File: src/rtl/tile_scroll_ctrl.sv
// tile_scroll_ctrl
//   Frame sequencer for the falling-tile game. Owns the seven-row tile map
//   and the scroll offset, advances them once per frame tick, and hands each
//   new frame to the row renderer through the draw_go / draw_done handshake.
//   It also scores taps on the bottom visible row (line_5) and ends the game
//   on a wrong tap or on a tile that scrolls past line_5 untapped.
//
// Ports
//   clock, resetn        clock, async active-low reset
//   startn               active-low start key (used in IDLE and OVER only)
//   draw_done            renderer finished (used in WAIT_DONE only)
//   tap_valid, tap_col   one-cycle tap strobe with column 1..4
//   draw_go              one-cycle draw request
//   offset               scroll offset in pixels, 0..TILE_H-1
//   line_0..line_6       row contents, 0 = empty, 1..4 = tile column
//   main_st              one-hot state {OVER,WAIT_DONE,REQ_DRAW,ADVANCE,WAIT_TICK,IDLE}
//   score                tiles hit, saturating
//   frame_drop           pulses when a tick is lost while one is already pending
//   game_over            high while in OVER
module tile_scroll_ctrl #(
  parameter int         FRAME_DIV = 833333,
  parameter int         STEP      = 2,
  parameter int         TILE_H    = 40,
  parameter logic [7:0] LFSR_SEED = 8'hA5
) (
  input  logic       clock,
  input  logic       resetn,
  input  logic       startn,
  input  logic       draw_done,
  input  logic       tap_valid,
  input  logic [2:0] tap_col,
  output logic       draw_go,
  output logic [5:0] offset,
  output logic [2:0] line_0,
  output logic [2:0] line_1,
  output logic [2:0] line_2,
  output logic [2:0] line_3,
  output logic [2:0] line_4,
  output logic [2:0] line_5,
  output logic [2:0] line_6,
  output logic [5:0] main_st,
  output logic [7:0] score,
  output logic       frame_drop,
  output logic       game_over
);

  localparam int            CW       = (FRAME_DIV > 1) ? $clog2(FRAME_DIV) : 1;
  localparam logic [CW-1:0] CNT_LAST = CW'(FRAME_DIV - 1);
  localparam logic [6:0]    STEP7    = 7'(STEP);
  localparam logic [6:0]    TILE_H7  = 7'(TILE_H);

  typedef enum logic [5:0] {
    S_IDLE      = 6'b000001,
    S_WAIT_TICK = 6'b000010,
    S_ADVANCE   = 6'b000100,
    S_REQ_DRAW  = 6'b001000,
    S_WAIT_DONE = 6'b010000,
    S_OVER      = 6'b100000
  } state_e;

  state_e          state_q, state_d;
  logic [CW-1:0]   cnt_q, cnt_d;
  logic            pending_q, pending_d;
  logic            frame_drop_q, frame_drop_d;
  logic [5:0]      offset_q, offset_d;
  logic [6:0][2:0] line_q, line_d;
  logic [7:0]      score_q, score_d;
  logic [7:0]      lfsr_q, lfsr_d;

  logic       start, running, tick;
  logic       tap_acc, tap_hit, tap_miss;
  logic       wrap, escape;
  logic [6:0] sum;

  // Shared decode used by both the FSM and the datapath.
  always_comb begin
    start    = ~startn;
    running  = (state_q != S_IDLE) && (state_q != S_OVER);
    tick     = running && (cnt_q == CNT_LAST);
    tap_acc  = tap_valid && ((state_q == S_WAIT_TICK) || (state_q == S_WAIT_DONE));
    tap_hit  = tap_acc && (line_q[5] != 3'd0) && (tap_col == line_q[5]);
    tap_miss = tap_acc && !tap_hit;
    // 7-bit sum so offset + STEP never aliases before the row-wrap compare.
    sum      = {1'b0, offset_q} + STEP7;
    wrap     = (sum >= TILE_H7);
    // A tile still sitting on line_5 when the map shifts has been missed.
    escape   = wrap && (line_q[5] != 3'd0);
  end

  // State register
  always_ff @(posedge clock or negedge resetn) begin
    if (!resetn) state_q <= S_IDLE;
    else         state_q <= state_d;
  end

  // Next-state logic
  always_comb begin
    state_d = state_q;
    case (state_q)
      S_IDLE:      if (start) state_d = S_REQ_DRAW;
      S_WAIT_TICK: begin
        if (tap_miss)               state_d = S_OVER;
        else if (tick || pending_q) state_d = S_ADVANCE;
      end
      S_ADVANCE:   state_d = escape ? S_OVER : S_REQ_DRAW;
      S_REQ_DRAW:  state_d = S_WAIT_DONE;
      S_WAIT_DONE: begin
        // A bad tap wins over a completing renderer in the same cycle.
        if (tap_miss)       state_d = S_OVER;
        else if (draw_done) state_d = S_WAIT_TICK;
      end
      S_OVER:      if (start) state_d = S_REQ_DRAW;
      default:     state_d = S_IDLE;
    endcase
  end

  // Output logic
  always_comb begin
    draw_go    = (state_q == S_REQ_DRAW);
    game_over  = (state_q == S_OVER);
    main_st    = state_q;
    offset     = offset_q;
    line_0     = line_q[0];
    line_1     = line_q[1];
    line_2     = line_q[2];
    line_3     = line_q[3];
    line_4     = line_q[4];
    line_5     = line_q[5];
    line_6     = line_q[6];
    score      = score_q;
    frame_drop = frame_drop_q;
  end

  // Datapath next values
  always_comb begin
    cnt_d        = '0;
    pending_d    = pending_q;
    frame_drop_d = 1'b0;
    offset_d     = offset_q;
    line_d       = line_q;
    score_d      = score_q;
    lfsr_d       = lfsr_q;

    if (running) cnt_d = tick ? '0 : cnt_q + CW'(1);

    // At most one frame of backlog: a tick arriving while the renderer is
    // busy is remembered once; a further tick is dropped and reported.
    case (state_q)
      S_WAIT_TICK: if (tick || pending_q) pending_d = 1'b0;
      S_ADVANCE:   if (tick) pending_d = 1'b1;
      S_REQ_DRAW, S_WAIT_DONE: begin
        if (tick) begin
          if (pending_q) frame_drop_d = 1'b1;
          else           pending_d    = 1'b1;
        end
      end
      default: ;
    endcase

    if (state_q == S_ADVANCE) begin
      if (wrap) begin
        offset_d = 6'(sum - TILE_H7);
        for (int i = 6; i > 0; i--) line_d[i] = line_q[i-1];
        line_d[0] = {1'b0, lfsr_q[1:0]} + 3'd1;
        lfsr_d    = {lfsr_q[6:0], lfsr_q[7] ^ lfsr_q[5] ^ lfsr_q[4] ^ lfsr_q[3]};
      end else begin
        offset_d = sum[5:0];
      end
    end

    if (tap_hit) begin
      line_d[5] = 3'd0;
      if (score_q != 8'hFF) score_d = score_q + 8'd1;
    end

    // Restart keeps the LFSR running so each game gets a new tile sequence.
    if ((state_q == S_OVER) && start) begin
      offset_d  = '0;
      line_d    = '0;
      score_d   = '0;
      pending_d = 1'b0;
    end
  end

  always_ff @(posedge clock or negedge resetn) begin
    if (!resetn) begin
      cnt_q        <= '0;
      pending_q    <= 1'b0;
      frame_drop_q <= 1'b0;
      offset_q     <= '0;
      line_q       <= '0;
      score_q      <= '0;
      lfsr_q       <= LFSR_SEED;
    end else begin
      cnt_q        <= cnt_d;
      pending_q    <= pending_d;
      frame_drop_q <= frame_drop_d;
      offset_q     <= offset_d;
      line_q       <= line_d;
      score_q      <= score_d;
      lfsr_q       <= lfsr_d;
    end
  end

endmodule

File: config.mk
export PLATFORM = sky130hd
export DESIGN_NAME = tile_scroll_ctrl
export DESIGN_NICKNAME = d
export VERILOG_FILES = /design/src/rtl/tile_scroll_ctrl.sv
export SDC_FILE = /design/constraint.sdc
export NUM_CORES = 1
export LEC_CHECK = 0
export BUFFER_PORTS_ARGS = -buffer_cell sky130_fd_sc_hd__buf_2
export CAP_MARGIN = 20
export CORE_MARGIN = 5
export CORE_UTILIZATION = 52
export DETAILED_ROUTE_END_ITERATION = 10
export PLACE_DENSITY = 0.85
export SETUP_SLACK_MARGIN = 0.2
export SYNTH_ARGS = -nofsm -noshare
export SYNTH_HDL_FRONTEND = slang
export SYNTH_SLANG_ARGS = --single-unit
File: constraint.sdc
create_clock -name clock -period 2.41 [get_ports clock]
set_clock_uncertainty 0.15 [all_clocks]
set_input_delay 0.3615 -clock clock [delete_from_list [all_inputs] [get_ports clock]]
set_output_delay 0.3615 -clock clock [all_outputs]
set_load 0.02 [all_outputs]
==> results.json <==
{
  "async_flop_share": 1.00,
  "peakVddDrop_v": 0.000580,
  "cts_made_buffers": 9,
  "cp.required_ps": 2510,
  "synth_top_family_by_area": "simple AND/OR/NAND/NOR gates",
  "netlist_area_um2": 3710,
  "endpoint_kind": "flop",
  "synth-edff-count": 0,
  "p_int_uw": 2610,
  "avgSynthCellArea_um2": 9.80,
  "seq_power_share": 0.382,
  "critPathMaxFanout": 7,
  "max_freq_mhz": 423,
  "track_usage": 0.206,
  "hold_viol": 0,
  "start_util": 0.541,
  "die-height_um": 94.5,
  "grt_antenna_before_repair": 0,
  "area_growth_pct": 27.3,
  "cts_root_buffer": "clkbuf_8",
  "ios": 52,
  "grt_pass1_vias": 3002,
  "nNetsFinal": 467,
  "cts_tree": "done",
  "worstSkewPairLatency_ps": 360,
  "vias": 3196,
  "rsz0062_at_grt": "true",
  "max_stage_delay_ps": 470,
  "status": "complete, no violations",
  "start_kind": "flop",
  "num_rows": 30,
  "whs_ps": 196,
  "period_needed_ps": 2370,
  "switching_share": 0.424,
  "synth_flop_cell": "dfrtp_1",
  "via_per_inst": 5.77,
  "clock_sinks": 70,
  "final_layout_size_suffix_gt1_frac": 0.341,
  "clk_path_buf_depth": 2,
  "placedInstanceArea_um2": 4090,
  "synthXorXnorAreaFrac": 0.0802,
  "holdCritPathClass": "primary input to flop",
  "yosysTopAreaCell": "dfrtp_1",
  "wl_um": 9710,
  "switching_power_uw": 1920,
  "final.setup.tns_ps": 0,
  "ant_nets": 0,
  "synth_mux_area_frac": 0.0408,
  "grt_first_pass_wirelength_um": 14400,
  "crit_arrival_ps": 2460,
  "synthAdderAreaFrac": 0.0202,
  "path_delay_family": "flip-flops",
  "drc": 0,
  "drtIter0Drc": 217,
  "path_class": "flop to flop",
  "antennaDiodeCount": 0,
  "final_cell_area_um2": 4730,
  "syn-instance-count": 379,
  "slowest_stage": "dfrtp_2",
  "die_w_um": 94.5,
  "die_area_um2": 8930,
  "io_buffer_count": 50,
  "core-area_um2": 6870,
  "ys_seq_elements": 70,
  "yosys_warnings": 0,
  "finalCritPeriodShare": 0.982,
  "clkTransAtPathRegs_ps": 100,
  "synth_cell_types": 58,
  "yosys.area_share.simple": 0.258,
  "htreeDepth": 3,
  "clockPowerShare": 0.199,
  "cp_cell_sequence": "ha_4 > xor2_4 > inv_2 > ha_4 > nor2b_4 > mux2i_4 > a31oi_4 > buf_6 > buf_12 > mux2_4",
  "grt_overflow": 0,
  "drt-wirelength-per-cell_um": 17.5,
  "cp_num_buf_inv": 3,
  "maxSlewViolCount": 0,
  "leakagePower_uw": 0.00213,
  "hpwl_um": 5500,
  "syn_nets": 393,
  "p_per_area_nw_per_um2": 958,
  "setup_viol": 0,
  "grt_max_degree": 71,
  "gp_congestion": 0.880,
  "ff2ff_setup_slack_ps": 40,
  "synth.area.top_cells": "dfrtp_1 44%, nand2_1 5.9%, xnor2_1 5.4%",
  "netlist.area_leader.share": 0.438,
  "crit_path_frequent_cell": "ha_4",
  "ys_seq_area_frac": 0.473,
  "drv_cap": 0,
  "drt_pre_antenna_iters": 4,
  "combPwrFrac": 0.419,
  "synth_compound_area_frac": 0.0889
}
-- worst register-to-register path: stages, from the launching register on --
cell and delay, ps:
dfrtp_2 470, ha_4 200, xor2_4 160, inv_2 60, ha_4 180, nor2b_4 140, mux2i_4 100, a31oi_4 230
buf_6 130, buf_12 130, mux2_4 310
-- routing by layer --
metal | vias to the layer above | part of all wire | GRT usage
met1 | 1589 | 0.41 | 0.266
met5 | - | 0 | 0
met4 | 0 | 0.023 | 0.0577
li1 | 1455 | - | -
met2 | 129 | 0.50 | 0.346
met3 | 23 | 0.065 | 0.0518
-- cell families (layout without fill, tap and decap cells) --
family	Yosys count	in the layout
and+or+nand+nor	177	177
DFF	70	70
AOI/OAI and AO/OA	52	52
xor gates and xnor gates	34	34
buffers and inverters	26	105
muxes	13	13
adders and majority gates	6	6
other	1	1
-- sequential cells by signal (all words and copies together) (netlist names) --
| register | cells |
|---|---|
| frame_drop | 1 |
| line_5 | 3 |
| lfsr_q | 8 |
| line_3 | 3 |
| line_1 | 3 |
| offset | 5 |
| line_6 | 3 |
| main_st | 6 |
| line_4 | 3 |
| score | 8 |
| cnt_q | 20 |
| line_0 | 3 |
| line_2 | 3 |
| pending_q | 1 |
-- power groups by stage --
stage | sequential, µW | clock, µW | combinational [µW]
floorplan | 1850 | 0 | 944
global placement | 1700 | 0 | 1480
detailed placement | 1720 | 0 | 1540
CTS | 1700 | 911 | 1710
global route | 1760 | 969 | 2040
finish | 1730 | 902 | 1900
-- stage by stage --
step	total power (µW)	std cells	setup WS, ps	util
finish	4530	554	43.7	0.688
detailed placement	3260	515	-1.80	0.596
CTS	4320	547	129	0.656
global route	4770	554	11.7	0.688
global placement	3180	515	85.5	0.596
floorplan	2800	379	120	-
-- Yosys cell counts (3+ instances only) --
library cell	number
xor2_1	11
dfrtp_1	65
nor2_1	42
o21ai_0	25
and2_1	3
ha_1	6
mux2i_1	5
xnor2_1	23
mux2_2	7
buf_2	10
and4_1	3
nand3_1	18
nor4_1	4
o21a_1	3
inv_1	8
dfstp_2	5
and3_1	8
buf_4	3
a21oi_1	7
nand4_1	6
nor2b_1	4
nor3_1	6
nand2_1	58
or3_1	4
-- worst paths after layout --
kind | from | to | depth (start not counted)
max reg2reg | offset[2] | lfsr_q[3] | 10
max in group asynchronous | resetn | lfsr_q[0] | 3
max | offset[2] | lfsr_q[3] | 10
min in group asynchronous | resetn | pending_q | 3
min reg2reg | line_3[1] | line_4[1] | 2
min | draw_done | main_st[4] | 3
-- cells in the final DEF, fill, tap and decap left out, types with 3 or more instances in the layout --
master	synthesis	routed
dfrtp_1	65	60
buf_2	10	49
nand2_1	58	48
nor2_1	42	38
xnor2_1	23	21
buf_4	3	20
nand3_1	18	16
o21ai_0	25	14
xor2_1	11	10
o21ai_1	1	9
clkbuf_8	0	9
and3_1	8	8
nand2_2	0	8
inv_1	8	7
a21oi_1	7	7
mux2_4	0	7
nand4_1	6	6
nor3_1	6	6
mux2i_1	5	5
dfstp_2	5	5
dfrtp_2	0	5
nor4_1	4	4
ha_1	6	4
inv_6	0	4
and4_1	3	3
or3_1	4	3
nor2b_1	4	3
o21ai_2	0	3
o21a_1	3	3
buf_12	0	3
buf_6	2	3
-- layout make-up --
class | count | area [µm²]
sequential | 70 | 1760
inverter | 8 | 30.0
multi-input combinational | 283 | 2020
timing repair buffer | 81 | 607
clock inverter | 7 | 61.3
clock buffer | 9 | 124
tap | 96 | 120
fill | 491 | 2140
-- what timing repair did --
item                                   in CTS  in global routing
endpoints found under the hold margin      65                  0
setup endpoints to repair                  31                 56
gates cloned                                1                  2
pin swaps                                   4                 14
setup buffers                              14                  5
hold buffers                                1                  0
resized for setup                          19                 46
Note: power is estimated with default switching activity, not from simulation.
